$ cat src/rtl/dogx_digital_converter_v2_if.sv
// Bus between the DOGX counter front end and the digital converter.
//   counter_*              9-bit free-running phase counters (HSNR/HDR, p/n halves)
//   alpha_th_high/low      hysteresis thresholds on |HDR differential|
//   alpha_timeout_mask     timeout expires when (timeout_cnt & mask) != 0
//   use_progressive_alpha  crossfade between ranges instead of a hard switch
//   use_dc_filter          subtract tracked DC before the output
//   alpha_in               alpha actually applied to range selection
//   alpha_out              alpha decision of the converter
//   converter_output       signed 11-bit sample, one per clock
interface dogx_digital_converter_v2_if;
    logic [8:0]         counter_HSNR_n;
    logic [8:0]         counter_HSNR_p;
    logic [8:0]         counter_HDR_n;
    logic [8:0]         counter_HDR_p;
    logic [8:0]         alpha_th_high;
    logic [8:0]         alpha_th_low;
    logic [4:0]         alpha_timeout_mask;
    logic               use_progressive_alpha;
    logic               use_dc_filter;
    logic               alpha_in;
    logic               alpha_out;
    logic signed [10:0] converter_output;

    modport master (
        output counter_HSNR_n, counter_HSNR_p, counter_HDR_n, counter_HDR_p,
        output alpha_th_high, alpha_th_low, alpha_timeout_mask,
        output use_progressive_alpha, use_dc_filter, alpha_in,
        input  alpha_out, converter_output
    );

    modport slave (
        input  counter_HSNR_n, counter_HSNR_p, counter_HDR_n, counter_HDR_p,
        input  alpha_th_high, alpha_th_low, alpha_timeout_mask,
        input  use_progressive_alpha, use_dc_filter, alpha_in,
        output alpha_out, converter_output
    );
endinterface

$ cat src/rtl/dogx_digital_converter_v2.sv
// DOGX dual-range VCO ADC back end. Differentiates four 9-bit phase counters,
// picks/blends the HSNR and HDR ranges with a hysteretic alpha decision, optionally
// removes DC, and produces a saturated signed 11-bit sample every clock.
// Ports:
//   CLK_24M  system clock
//   reset    asynchronous active-low reset
//   io_bus   converter bus (slave side), see dogx_digital_converter_v2_if
module dogx_digital_converter_v2 #(
    parameter int unsigned HDR_SHIFT  = 2,
    parameter int unsigned DC_SHIFT   = 10,
    parameter int unsigned FADE_STEPS = 4
) (
    input  logic                         CLK_24M,
    input  logic                         reset,
    dogx_digital_converter_v2_if.slave   io_bus
);

    localparam int unsigned FadeLog2 = $clog2(FADE_STEPS);
    localparam int unsigned WgtW     = FadeLog2 + 1;
    localparam int unsigned SelW     = 10 + HDR_SHIFT;
    localparam int unsigned BlendW   = SelW + FadeLog2 + 2;
    localparam int unsigned AccW     = SelW + DC_SHIFT + 1;
    localparam int unsigned PreW     = SelW + 1;

    localparam logic signed [PreW-1:0] SatHi = PreW'(1023);
    localparam logic signed [PreW-1:0] SatLo = PreW'(-1024);

    typedef enum logic {StLow, StHigh} alpha_state_e;

    alpha_state_e            r_state, w_state_next;
    logic [4:0]              r_timeout_cnt, w_timeout_cnt_next;
    logic [8:0]              r_prev_hsnr_p, r_prev_hsnr_n, r_prev_hdr_p, r_prev_hdr_n;
    logic                    r_first;
    logic [WgtW-1:0]         r_weight, w_weight_next;
    logic signed [AccW-1:0]  r_acc, w_acc_next;
    logic signed [10:0]      r_out, w_out_next;

    logic [8:0]              w_d_hsnr_p, w_d_hsnr_n, w_d_hdr_p, w_d_hdr_n;
    logic signed [9:0]       w_hsnr, w_hdr;
    logic [9:0]              w_hdr_abs;
    logic signed [SelW-1:0]  w_hsnr_ext, w_hdr_scaled, w_sel_prog, w_sel, w_dc;
    logic [WgtW-1:0]         w_weight_inv;
    logic signed [BlendW-1:0] w_blend;
    logic signed [PreW-1:0]  w_pre;

    // Phase increments: modular subtraction absorbs counter wrap.
    assign w_d_hsnr_p = io_bus.counter_HSNR_p - r_prev_hsnr_p;
    assign w_d_hsnr_n = io_bus.counter_HSNR_n - r_prev_hsnr_n;
    assign w_d_hdr_p  = io_bus.counter_HDR_p - r_prev_hdr_p;
    assign w_d_hdr_n  = io_bus.counter_HDR_n - r_prev_hdr_n;

    assign w_hsnr = $signed({1'b0, w_d_hsnr_p}) - $signed({1'b0, w_d_hsnr_n});
    assign w_hdr  = $signed({1'b0, w_d_hdr_p}) - $signed({1'b0, w_d_hdr_n});

    // Differential never reaches -512, so negation cannot overflow.
    assign w_hdr_abs = w_hdr[9] ? $unsigned(-w_hdr) : $unsigned(w_hdr);

    assign w_hsnr_ext   = SelW'(w_hsnr);
    assign w_hdr_scaled = SelW'(w_hdr) <<< HDR_SHIFT;

    // Crossfade: weighted average of the gain-matched ranges.
    assign w_weight_inv = WgtW'(FADE_STEPS) - r_weight;
    assign w_blend = BlendW'($signed({1'b0, r_weight})) * BlendW'(w_hdr_scaled)
                   + BlendW'($signed({1'b0, w_weight_inv})) * BlendW'(w_hsnr_ext);
    assign w_sel_prog = SelW'(w_blend >>> FadeLog2);

    always_comb begin
        w_sel = w_hsnr_ext;
        if (io_bus.use_progressive_alpha) begin
            w_sel = w_sel_prog;
        end else if (io_bus.alpha_in) begin
            w_sel = w_hdr_scaled;
        end
    end

    // DC tracker: leaky integrator of the corrected output.
    assign w_dc = SelW'(r_acc >>> DC_SHIFT);

    always_comb begin
        w_pre      = PreW'(w_sel);
        w_acc_next = '0;
        if (io_bus.use_dc_filter) begin
            w_pre      = PreW'(w_sel) - PreW'(w_dc);
            w_acc_next = r_acc + AccW'(w_pre);
        end
    end

    always_comb begin
        if (w_pre > SatHi) begin
            w_out_next = 11'(SatHi);
        end else if (w_pre < SatLo) begin
            w_out_next = 11'(SatLo);
        end else begin
            w_out_next = 11'(w_pre);
        end
    end

    always_comb begin
        w_weight_next = r_weight;
        if (!io_bus.use_progressive_alpha) begin
            w_weight_next = '0;
        end else if (io_bus.alpha_in && (r_weight != WgtW'(FADE_STEPS))) begin
            w_weight_next = r_weight + WgtW'(1);
        end else if (!io_bus.alpha_in && (r_weight != '0)) begin
            w_weight_next = r_weight - WgtW'(1);
        end
    end

    // Alpha hysteresis FSM.
    always_comb begin
        w_state_next       = r_state;
        w_timeout_cnt_next = r_timeout_cnt;
        unique case (r_state)
            StLow: begin
                if (w_hdr_abs > {1'b0, io_bus.alpha_th_high}) begin
                    w_state_next       = StHigh;
                    w_timeout_cnt_next = '0;
                end
            end
            StHigh: begin
                if (w_hdr_abs > {1'b0, io_bus.alpha_th_high}) begin
                    w_timeout_cnt_next = '0;
                end else if (w_hdr_abs < {1'b0, io_bus.alpha_th_low}) begin
                    w_timeout_cnt_next = (r_timeout_cnt == 5'd31) ? 5'd31
                                                                   : r_timeout_cnt + 5'd1;
                end else begin
                    w_timeout_cnt_next = '0;
                end
                // Checked on the updated count so the exit lands on the masked bit.
                if ((w_timeout_cnt_next & io_bus.alpha_timeout_mask) != 5'd0) begin
                    w_state_next       = StLow;
                    w_timeout_cnt_next = '0;
                end
            end
            default: begin
                w_state_next       = StLow;
                w_timeout_cnt_next = '0;
            end
        endcase
    end

    always_ff @(posedge CLK_24M or negedge reset) begin
        if (!reset) begin
            r_state       <= StLow;
            r_timeout_cnt <= '0;
            r_prev_hsnr_p <= '0;
            r_prev_hsnr_n <= '0;
            r_prev_hdr_p  <= '0;
            r_prev_hdr_n  <= '0;
            r_first       <= 1'b1;
            r_weight      <= '0;
            r_acc         <= '0;
            r_out         <= '0;
        end else begin
            r_prev_hsnr_p <= io_bus.counter_HSNR_p;
            r_prev_hsnr_n <= io_bus.counter_HSNR_n;
            r_prev_hdr_p  <= io_bus.counter_HDR_p;
            r_prev_hdr_n  <= io_bus.counter_HDR_n;
            r_first       <= 1'b0;
            // First cycle only seeds the previous-counter registers.
            if (!r_first) begin
                r_state       <= w_state_next;
                r_timeout_cnt <= w_timeout_cnt_next;
                r_weight      <= w_weight_next;
                r_acc         <= w_acc_next;
                r_out         <= w_out_next;
            end
        end
    end

    assign io_bus.alpha_out        = (r_state == StHigh);
    assign io_bus.converter_output = r_out;

endmodule

$ cat src/flat_wrapper.sv
// flat-port wrapper written by rule: the top's interface ports become plain ports
module dogx_digital_converter_v2_flat 
#(
    parameter int unsigned HDR_SHIFT  = 2,
    parameter int unsigned DC_SHIFT   = 10,
    parameter int unsigned FADE_STEPS = 4
)
  (CLK_24M, reset, io_bus_counter_HSNR_n, io_bus_counter_HSNR_p, io_bus_counter_HDR_n, io_bus_counter_HDR_p, io_bus_alpha_th_high, io_bus_alpha_th_low, io_bus_alpha_timeout_mask, io_bus_use_progressive_alpha, io_bus_use_dc_filter, io_bus_alpha_in, io_bus_alpha_out, io_bus_converter_output);
  dogx_digital_converter_v2_if io_bus_i ();
  input  logic CLK_24M;
  input  logic reset;
  input wire logic [$bits(io_bus_i.counter_HSNR_n)-1:0] io_bus_counter_HSNR_n;
  input wire logic [$bits(io_bus_i.counter_HSNR_p)-1:0] io_bus_counter_HSNR_p;
  input wire logic [$bits(io_bus_i.counter_HDR_n)-1:0] io_bus_counter_HDR_n;
  input wire logic [$bits(io_bus_i.counter_HDR_p)-1:0] io_bus_counter_HDR_p;
  input wire logic [$bits(io_bus_i.alpha_th_high)-1:0] io_bus_alpha_th_high;
  input wire logic [$bits(io_bus_i.alpha_th_low)-1:0] io_bus_alpha_th_low;
  input wire logic [$bits(io_bus_i.alpha_timeout_mask)-1:0] io_bus_alpha_timeout_mask;
  input wire logic [$bits(io_bus_i.use_progressive_alpha)-1:0] io_bus_use_progressive_alpha;
  input wire logic [$bits(io_bus_i.use_dc_filter)-1:0] io_bus_use_dc_filter;
  input wire logic [$bits(io_bus_i.alpha_in)-1:0] io_bus_alpha_in;
  output wire logic [$bits(io_bus_i.alpha_out)-1:0] io_bus_alpha_out;
  output wire logic [$bits(io_bus_i.converter_output)-1:0] io_bus_converter_output;
  assign io_bus_i.counter_HSNR_n = io_bus_counter_HSNR_n;
  assign io_bus_i.counter_HSNR_p = io_bus_counter_HSNR_p;
  assign io_bus_i.counter_HDR_n = io_bus_counter_HDR_n;
  assign io_bus_i.counter_HDR_p = io_bus_counter_HDR_p;
  assign io_bus_i.alpha_th_high = io_bus_alpha_th_high;
  assign io_bus_i.alpha_th_low = io_bus_alpha_th_low;
  assign io_bus_i.alpha_timeout_mask = io_bus_alpha_timeout_mask;
  assign io_bus_i.use_progressive_alpha = io_bus_use_progressive_alpha;
  assign io_bus_i.use_dc_filter = io_bus_use_dc_filter;
  assign io_bus_i.alpha_in = io_bus_alpha_in;
  assign io_bus_alpha_out = io_bus_i.alpha_out;
  assign io_bus_converter_output = io_bus_i.converter_output;
  dogx_digital_converter_v2 #(.HDR_SHIFT(HDR_SHIFT), .DC_SHIFT(DC_SHIFT), .FADE_STEPS(FADE_STEPS)) u_core (.CLK_24M(CLK_24M), .reset(reset), .io_bus(io_bus_i));
endmodule
$ cat config.mk
export PLATFORM = sky130hd
export DESIGN_NAME = dogx_digital_converter_v2_flat
export DESIGN_NICKNAME = d
export VERILOG_FILES = /design/src/rtl/dogx_digital_converter_v2_if.sv /design/src/rtl/dogx_digital_converter_v2.sv /design/src/flat_wrapper.sv
export SDC_FILE = /design/constraint.sdc
export NUM_CORES = 1
export LEC_CHECK = 0
export BUFFER_PORTS_ARGS = -buffer_cell sky130_fd_sc_hd__buf_2
export CAP_MARGIN = 10
export CORE_ASPECT_RATIO = 0.5
export CORE_UTILIZATION = 62
export DETAILED_ROUTE_END_ITERATION = 7
export HOLD_SLACK_MARGIN = 0.1
export PLACE_DENSITY = 0.82
export SYNTH_ARGS = -nofsm -noshare
export SYNTH_HDL_FRONTEND = slang
export SYNTH_SLANG_ARGS = --single-unit
$ cat constraint.sdc
create_clock -name CLK_24M -period 15.4 [get_ports CLK_24M]
set_input_delay 0.77 -clock CLK_24M [delete_from_list [all_inputs] [get_ports CLK_24M]]
set_output_delay 0.77 -clock CLK_24M [all_outputs]
set_load 0.1 [all_outputs]
# Yosys cells after proc, flatten, opt, wreduce, memory -nomap -nowiden
# Cells that the tools add are included.
# word_totals
ff_bits	80
latch_bits	0
mem_bits_rw	0
rom_bits	0
in_bits	64
out_inout_bits	12
memories	0
# op_classes
addsub	14
mul	2
div	0
magnitude_cmp	4
eq_ne	4
shifts	0
n_mux	20
bitwise_logic	3
reduce_logical	7
# ops
cell	n
$sub 9x9->9	4
$mux 5	6
$mux 12	2
$add 23x13->23	1
$mux 23	1
$mux 11	2
$sub 9x9->10	2
$add 14x14->14	1
$mul 4x10->14	1
$gt 13x11->1 const B	1
$lt 13x11->1 const B	1
$mux 13	1
$sub 12x12->13	1
$mul 4x10->12	1
$gt 10x9->1	1
$lt 10x9->1	1
$mux 10	1
$neg 10->10	1
$pmux 5 s2	1
$mux 3	3
$add 5x1->5 const B	1
$and 5x5->5	1
$eq 5x5->1 const B	1
$reduce_bool 5->1	1
13 further kinds	17

# Longest topological paths before layout
# Gate-level depths: netlist (run 1).
# logic_depth
depth_word	12
ltp_mapped	50
ltp_nobuf	50

# Worst setup path before layout (run 1)
# Ideal clock, no wire load.
# synth_timing
kind	input -> register
from	in io_bus_counter_HDR_p[0]
to	reg u_core.r_acc[19]
arrival_ps	10012
setup_slack_ps	5249
stages	44
cell_sequence	inv_1 > ha_1 > inv_1 > fa_1 > a21o_1 > a21oi_1 > o21bai_1 > a21oi_1 > xnor2_1 > ha_1 > nor4_1 > a211oi_1 > xnor2_1 > nor2_1 > ha_1 > fa_1 > ha_1 > or3_1 > [... 8 more ...] > or3_4 > a211oi_2 > and4bb_4 > nand2_1 > inv_1 > ha_1 > nor2b_1 > a31oi_1 > inv_1 > ha_1 > a21oi_1 > o21ai_0 > o21ai_0 > nor2_1 > a21o_1 > a41oi_1 > xor2_1 > o22ai_1
# synth_via
elab_chain_cells	8
word_cells_on_any_way	9
classes_between	5 x add/sub; 1 x mul; 3 x mux
# synth_lines
element	line_no	text
start: declaration	flat_wrapper.sv:15	input wire logic [$bits(io_bus_i.counter_HDR_p)-1:0] io_bus_counter_HDR_p;
$sub 9x9->9 *	dogx_digital_converter_v2.sv:49	assign w_d_hdr_p = io_bus.counter_HDR_p - r_prev_hdr_p;
$sub 9x9->10 *	dogx_digital_converter_v2.sv:53	assign w_hdr = $signed({1'b0, w_d_hdr_p}) - $signed({1'b0, w_d_hdr_n});
$mul 4x10->12	dogx_digital_converter_v2.sv:63	assign w_blend = BlendW'($signed({1'b0, r_weight})) * BlendW'(w_hdr_scaled)
$add 14x14->14	dogx_digital_converter_v2.sv:64	+ BlendW'($signed({1'b0, w_weight_inv})) * BlendW'(w_hsnr_ext);
$mux 12 *	dogx_digital_converter_v2.sv:69	if (io_bus.use_progressive_alpha) begin
$sub 12x12->13 *	dogx_digital_converter_v2.sv:83	w_pre = PreW'(w_sel) - PreW'(w_dc);
$add 23x13->23 *	dogx_digital_converter_v2.sv:84	w_acc_next = r_acc + AccW'(w_pre);
$mux 23 *	dogx_digital_converter_v2.sv:82	if (io_bus.use_dc_filter) begin
end signal: assignment	dogx_digital_converter_v2.sv:165	r_acc <= w_acc_next;
end: declaration	dogx_digital_converter_v2.sv:35	logic signed [AccW-1:0] r_acc, w_acc_next;
# Every way passes the cells marked *; elsewhere a longest branch is shown, timed or not.
# A chain may end at the register's enable or synchronous reset.

# Worst setup path after layout (run 1)
# layout_timing
from	in io_bus_counter_HDR_p[0]
to	reg u_core.r_acc[21]
# Same word-level chain as after synthesis.

==> flow_summary.json, run 1 <==
{
  "status": "finished, final reports clean",
  "antenna_found_initial": 0,
  "place.gp.congestion": 0.918,
  "ys_seq_area_share_pct": 20.6,
  "via_per_inst": 5.83,
  "tns_ns": 0,
  "finClkSkew_ns": 0.0115,
  "initialDrtViolationCount": 541,
  "worstHoldPathType": "in -> async",
  "grt.overflow.total": 0,
  "crit_type": "in -> reg",
  "rows": 31,
  "synthesis.nets": 1383,
  "core_area_um2": 14800,
  "cap_violations": 0,
  "pre_cts_slack_ns": 4.02,
  "yosys.area.top_type": "dfrtp_1",
  "ys_dominant_reg_cell": "dfrtp_1",
  "synth_top_area_share_pct": 20.3,
  "syn_to_final_growth_pct": 8.89,
  "setup_viol": 0,
  "synth_edf_count": 0,
  "synth-seq-cells": 79,
  "cts_tree": "yes",
  "vias": 8194,
  "path_max_fanout": 11,
  "postSynth.asyncResetShare_pct": 100,
  "cts_resized": 0,
  "cts_hold_buf": 0,
  "slew_headroom_pct": 45.6,
  "finalCritPeriodShare_pct": 72.6,
  "synth_most_common_cell": "inv_1",
  "cts_buffer_depth": 2,
  "cp-startpoint": "io_bus_counter_HDR_p[0]",
  "track_usage_pct": 28.5,
  "wire_per_inst_um": 15.5,
  "rr_endpoint": "u_core.r_acc[21]",
  "dieArea_um2": 16000,
  "worstPathArrival_ns": 11.44,
  "grt_pass1_vias": 8220,
  "synthTopCellsByCount": "inv_1 (174), ha_1 (150), nand2_1 (80)",
  "slowest_delay_ns": 0.58,
  "crit_required_ns": 15.66,
  "worstMarginPinSlew_ns": 0.806,
  "io-pin-count": 76,
  "die_h_um": 90.0,
  "fillers": 1133,
  "r2r_setup_slack_ns": 4.49,
  "utilization_pct": 70.8,
  "cpMostUsedCell": "ha_1",
  "wl_um": 21800,
  "h-tree-depth": 3,
  "end_kind": "flip-flop",
  "ys_types": 78,
  "insertion_delay_ns": 0.34,
  "rr_worst_depth": 44,
  "antenna_cells": 0,
  "period_minus_slack_ns": 11.18,
  "worst_r2r_startpoint": "u_core.r_prev_hdr_p[0]",
  "portBuffers": 75,
  "crit_path_top_delay_cell": "xnor2_1",
  "final_net_count": 1456,
  "cts-root-buf": "clkbuf_16",
  "dr.pass1.iters": 6,
  "yosys_warnings": 0,
  "die_w_um": 178,
  "worstSetupStartpointType": "input port",
  "fmax_ghz": 0.0894,
  "slew_violations": 0,
  "drive_gt1_share_pct": 9.77,
  "cts_setup_buffers": 0,
  "synth_area_um2": 9610,
  "hold_violations": 0,
  "cts.clk_slew.worst_paths_ns": 0.07,
  "syn_area_per_cell_um2": 8.51,
  "fin_ws_ns": 4.22,
  "cp-endpoint": "u_core.r_acc[21]",
  "initial_core_util_pct": 65.0,
  "hpwl_um": 17300,
  "cts.sinks": 79,
  "cts_buffers": 9,
  "grt_pass1_wl_um": 37000,
  "syn_inst": 1130,
  "grt_max_degree": 52,
  "postRouteAntennaNets": 0,
  "drc_errors": 0,
  "ys_top_cells_by_area": "dfrtp_1 (20%), ha_1 (20%), fa_1 (8.1%)",
  "rsz0062_at_grt": "false"
}
## flip-flops by register name (all words and copies together) (netlist names)
name / flops
u_core.io_bus.alpha_out: 1
u_core.r_prev_hdr_p: 9
u_core.r_prev_hsnr_p: 9
u_core.r_timeout_cnt: 5
u_core.r_prev_hsnr_n: 9
u_core.r_weight: 3
u_core.r_prev_hdr_n: 9
u_core.io_bus.converter_output: 11
u_core.r_acc: 22
u_core.r_first: 1
## worst min-delay path by stage
stage          slack [ns]                                from                                 end  depth (start not counted)
5_1_grt              0.38                               reset                     u_core.r_acc[3]                          1
3_5_place_dp         0.48  u_core.io_bus.converter_output[10]  u_core.io_bus.converter_output[10]                          2
6_report             0.35                               reset                     u_core.r_acc[3]                          1
4_1_cts              0.37                               reset                     u_core.r_acc[3]                          1
2_1_floorplan        0.46                     u_core.r_acc[2]                     u_core.r_acc[2]                          2
3_3_place_gp         0.47  u_core.io_bus.converter_output[10]  u_core.io_bus.converter_output[10]                          2
## layout make-up
type	instances	area, um2	area share, %
Multi-Input combinational cell	859	6870	65.6
Sequential cell	79	1980	18.9
Inverter	177	664	6.35
Timing Repair Buffer	77	393	3.75
Tap cell	198	248	2.37
Clock buffer	10	229	2.19
Clock inverter	6	85.1	0.813
## kinds of logic (layout without fill, tap and decap cells)
group / after synthesis / count (layout) / share of synthesized area, %
other: 1 / 1 / 0.0390
AO/OA/AOI/OAI: 287 / 287 / 19.7
AND/OR/NAND/NOR: 277 / 277 / 14.3
adder cells (fa/ha/maj): 189 / 189 / 27.6
buffers and inverters: 192 / 270 / 7.95
XOR/XNOR: 93 / 93 / 8.47
multiplexers: 12 / 12 / 1.31
flip-flops: 79 / 79 / 20.6
## per-stage QoR
step	std cells	instance area [um2]	hold slack, ns
after detailed placement	1390	10200	0.477
final	1406	10500	0.349
after floorplan	1130	9610	0.458
after CTS	1406	10500	0.366
after global routing	1406	10500	0.383
after global placement	1390	10200	0.469
## metal layers
| layer | up-vias | share of wire (%) | global-route usage (%) |
|---|---|---|---|
| met2 | 234 | 47 | 49.1 |
| met1 | 3899 | 47 | 37.8 |
| li1 | 4036 | - | - |
| met3 | 25 | 5.5 | 4.44 |
| met4 | 0 | 0.78 | 5.20 |
| met5 | - | 0 | 0 |
## layout by cell type (no fill, tap or decap), drive strengths merged, types with 4 or more instances in the layout
cell type  synthesis  routed
inv              175     175
ha               150     150
nand2             80      80
dfrtp             78      78
buf                4      77
a21oi             74      74
nor2              71      71
xnor2             63      63
o21ai             60      60
fa                39      39
xor2              30      30
a21o              28      28
nor2b             23      23
nand2b            20      20
o21bai            15      15
o21a              14      14
nor3              14      14
nand3             14      14
and2              14      14
o22ai             14      14
a31oi             12      12
o31ai             10      10
a211oi            10      10
clkbuf            11      10
and3               9       9
o211ai             8       8
mux2i              7       7
or3                7       7
a2bb2oi            6       6
a2111oi            6       6
mux2               5       5
o2111ai            4       4
a211o              4       4
or2                4       4
clkinv             2       4
## critical path: cells and delay by family
| family | cells | cell delay, ns |
|---|---|---|
| adder cells (fa/ha/maj) | 10 | 3.45 |
| buffers and inverters | 6 | 0.67 |
| AND/OR/NAND/NOR | 13 | 2.70 |
| XOR/XNOR | 4 | 1.02 |
| AO/OA/AOI/OAI | 13 | 2.81 |
Power of run 1 is left out: the tool's default activity adds up to more than one toggle a clock period on the data nets, which glitch-free logic cannot reach.
==> run 2: changes to the inputs <==
ABC_AREA = 1   (was not set)
clock period = 10.5 ns   (was 15.4 ns; I/O delays follow)
==> flow_summary.json, run 2 <==
{
  "cts_resized": 0,
  "cts_setup_buffers": 0,
  "largest_reg_flops": 22,
  "route.met3.wl_um": 1590,
  "status": "finished, final reports clean",
  "via_per_inst": 5.48,
  "slowest_delay_ns": 0.48,
  "grt_pass1_vias": 9096,
  "worstHoldPathType": "in -> reg",
  "syn_inst": 1377,
  "die_w_um": 181,
  "cap_violations": 0,
  "final_net_count": 1700,
  "dr.pass1.iters": 5,
  "synth-seq-cells": 79,
  "worstMarginPinSlew_ns": 0.971,
  "slew_headroom_pct": 35.0,
  "most-common-layout-cells": "inv_1 (268), nand2_1 (258), ha_1 (150), nor2_1 (128), a21oi_1 (103)",
  "postSynth.asyncResetShare_pct": 100,
  "crit_path_top_delay_cell": "fa_1",
  "slew_violations": 0,
  "syn_to_final_growth_pct": 9.10,
  "h-tree-depth": 3,
  "multi_input_area_um2": 6830,
  "grt.overflow.total": 0,
  "cts-root-buf": "clkbuf_16",
  "crit_type": "reg -> reg",
  "postRouteAntennaNets": 0,
  "top_register": "u_core.r_acc",
  "cts_hold_buf": 1,
  "hold_path_depth": 1,
  "r2r_setup_slack_ns": 1.09,
  "hpwl_um": 19200,
  "synth_top_area_share_pct": 19.7,
  "wl_met2_um": 10900,
  "vias": 9080,
  "ys_top_cells_by_area": "dfrtp_1 (20%), ha_1 (19%), inv_1 (10%)",
  "cts.clk_slew.worst_paths_ns": 0.06,
  "period_minus_slack_ns": 9.41,
  "top_layer_used": "met4",
  "ys_dominant_reg_cell": "dfrtp_1",
  "worst_r2r_startpoint": "u_core.r_prev_hdr_p[0]",
  "hold_violations": 0,
  "rr_worst_depth": 51,
  "rr_endpoint": "u_core.r_acc[19]",
  "wire_per_inst_um": 14.3,
  "grt_max_degree": 67,
  "synthTopCellsByCount": "inv_1 (268), nand2_1 (258), ha_1 (150)",
  "fmax_ghz": 0.106,
  "min_to": "u_core.r_prev_hdr_n[0]",
  "setup_viol": 0,
  "cts.sinks": 79,
  "grt_pass1_wl_um": 40900,
  "worstPathArrival_ns": 9.62,
  "antenna_found_initial": 0,
  "layout_commonest_cell": "inv_1",
  "initial_core_util_pct": 63.9,
  "cts_buffers": 9,
  "end_kind": "flip-flop",
  "portBuffers": 75,
  "insertion_delay_ns": 0.36,
  "crit_required_ns": 10.70,
  "io-pin-count": 76,
  "worstSetupStartpointType": "flip-flop",
  "finalCritPeriodShare_pct": 89.6,
  "synth_area_um2": 9900,
  "finClkSkew_ns": 0.00901,
  "synth_edf_count": 0,
  "yosys_warnings": 0,
  "wl_um": 23700,
  "rows": 32,
  "antenna_cells": 0,
  "rsz0062_at_grt": "false",
  "met1Wirelength_um": 10800,
  "ys_types": 50,
  "synthesis.nets": 1630,
  "fillers": 1311,
  "place.gp.congestion": 0.999,
  "ff_latch_area_um2": 1980,
  "yosys.area.top_type": "dfrtp_1",
  "drc_errors": 0,
  "syn_area_per_cell_um2": 7.19,
  "cpMostUsedCell": "nand2_1",
  "die_h_um": 91.4,
  "tns_ns": 0,
  "initialDrtViolationCount": 595,
  "cts_buffer_depth": 2,
  "hp-start": "io_bus_counter_HDR_n[0]",
  "drive_gt1_share_pct": 9.85,
  "synth_most_common_cell": "inv_1",
  "path_max_fanout": 11,
  "ys_seq_area_share_pct": 20.0,
  "dieArea_um2": 16500,
  "cts_tree": "yes",
  "core_area_um2": 15500,
  "track_usage_pct": 30.8
}
-- run 2: cell count changes after synthesis, sizes merged, moves of 41 or more --
cell   delta
inv      +96
nand2   +190
nand3    +49
a21oi    +41
nor2     +60
xnor2    -45
-- run 2: cell type report --
type,count,share of cell area (%)
Clock buffer,9,2.08
Clock inverter,7,0.950
Inverter,272,9.45
Multi-Input combinational cell,1008,63.2
Sequential cell,79,18.3
Tap cell,204,2.36
Timing Repair Buffer,77,3.66
-- run 2: how the worst max path moves through the flow --
| stage | startpoint | to | slack (ns) |
|---|---|---|---|
| floorplan | io_bus_counter_HDR_p[0] | u_core.r_acc[19] | 2.21 |
| global placement | io_bus_counter_HDR_n[0] | u_core.r_acc[19] | 1.19 |
| detailed placement | io_bus_counter_HDR_p[0] | u_core.r_acc[19] | 0.90 |
| CTS | u_core.r_prev_hdr_p[0] | u_core.r_acc[19] | 1.23 |
| global route | u_core.r_prev_hdr_p[2] | u_core.r_acc[19] | 0.34 |
| finish | u_core.r_prev_hdr_p[0] | u_core.r_acc[19] | 1.09 |
-- run 2: through the flow --
step	hold slack, ns	util [%]	area (um2)	instances	worst slack (ns)
final	0.287	69.7	10800	1656	1.09
after global routing	0.277	69.7	10800	1656	0.335
after CTS	0.277	69.7	10800	1656	1.23
after detailed placement	0.395	67.5	10500	1639	0.901
after global placement	0.393	67.5	10500	1639	1.19
after floorplan	0.229	-	9900	1377	2.21
-- run 2: cells by family after synthesis --
logic type / count (synthesis) / synth area share [%]
and+or+nand+nor: 503 / 21.7
buffers and inverters: 290 / 11.1
AOI/OAI and AO/OA: 248 / 14.3
adders and majority gates: 189 / 26.8
DFF: 79 / 20.0
xor gates and xnor gates: 67 / 6.00
other: 1 / 0.0379
-- run 2: critical path: cells and delay by family (launching register included) --
family / cells / cell delay, ns
AND/OR/NAND/NOR: 23 / 2.37
buffers and inverters: 7 / 0.74
XOR/XNOR: 3 / 0.66
AO/OA/AOI/OAI: 8 / 1.51
flip-flops: 1 / 0.34
adder cells (fa/ha/maj): 10 / 3.62
-- run 2: layer usage --
layer | track usage, % | vias up
met1 | 39.2 | 4190
met2 | 52.5 | 303
met4 | 9.19 | 0
li1 | - | 4545
met3 | 6.62 | 42
met5 | 0 | -
Power of run 2 is left out for the same reason.
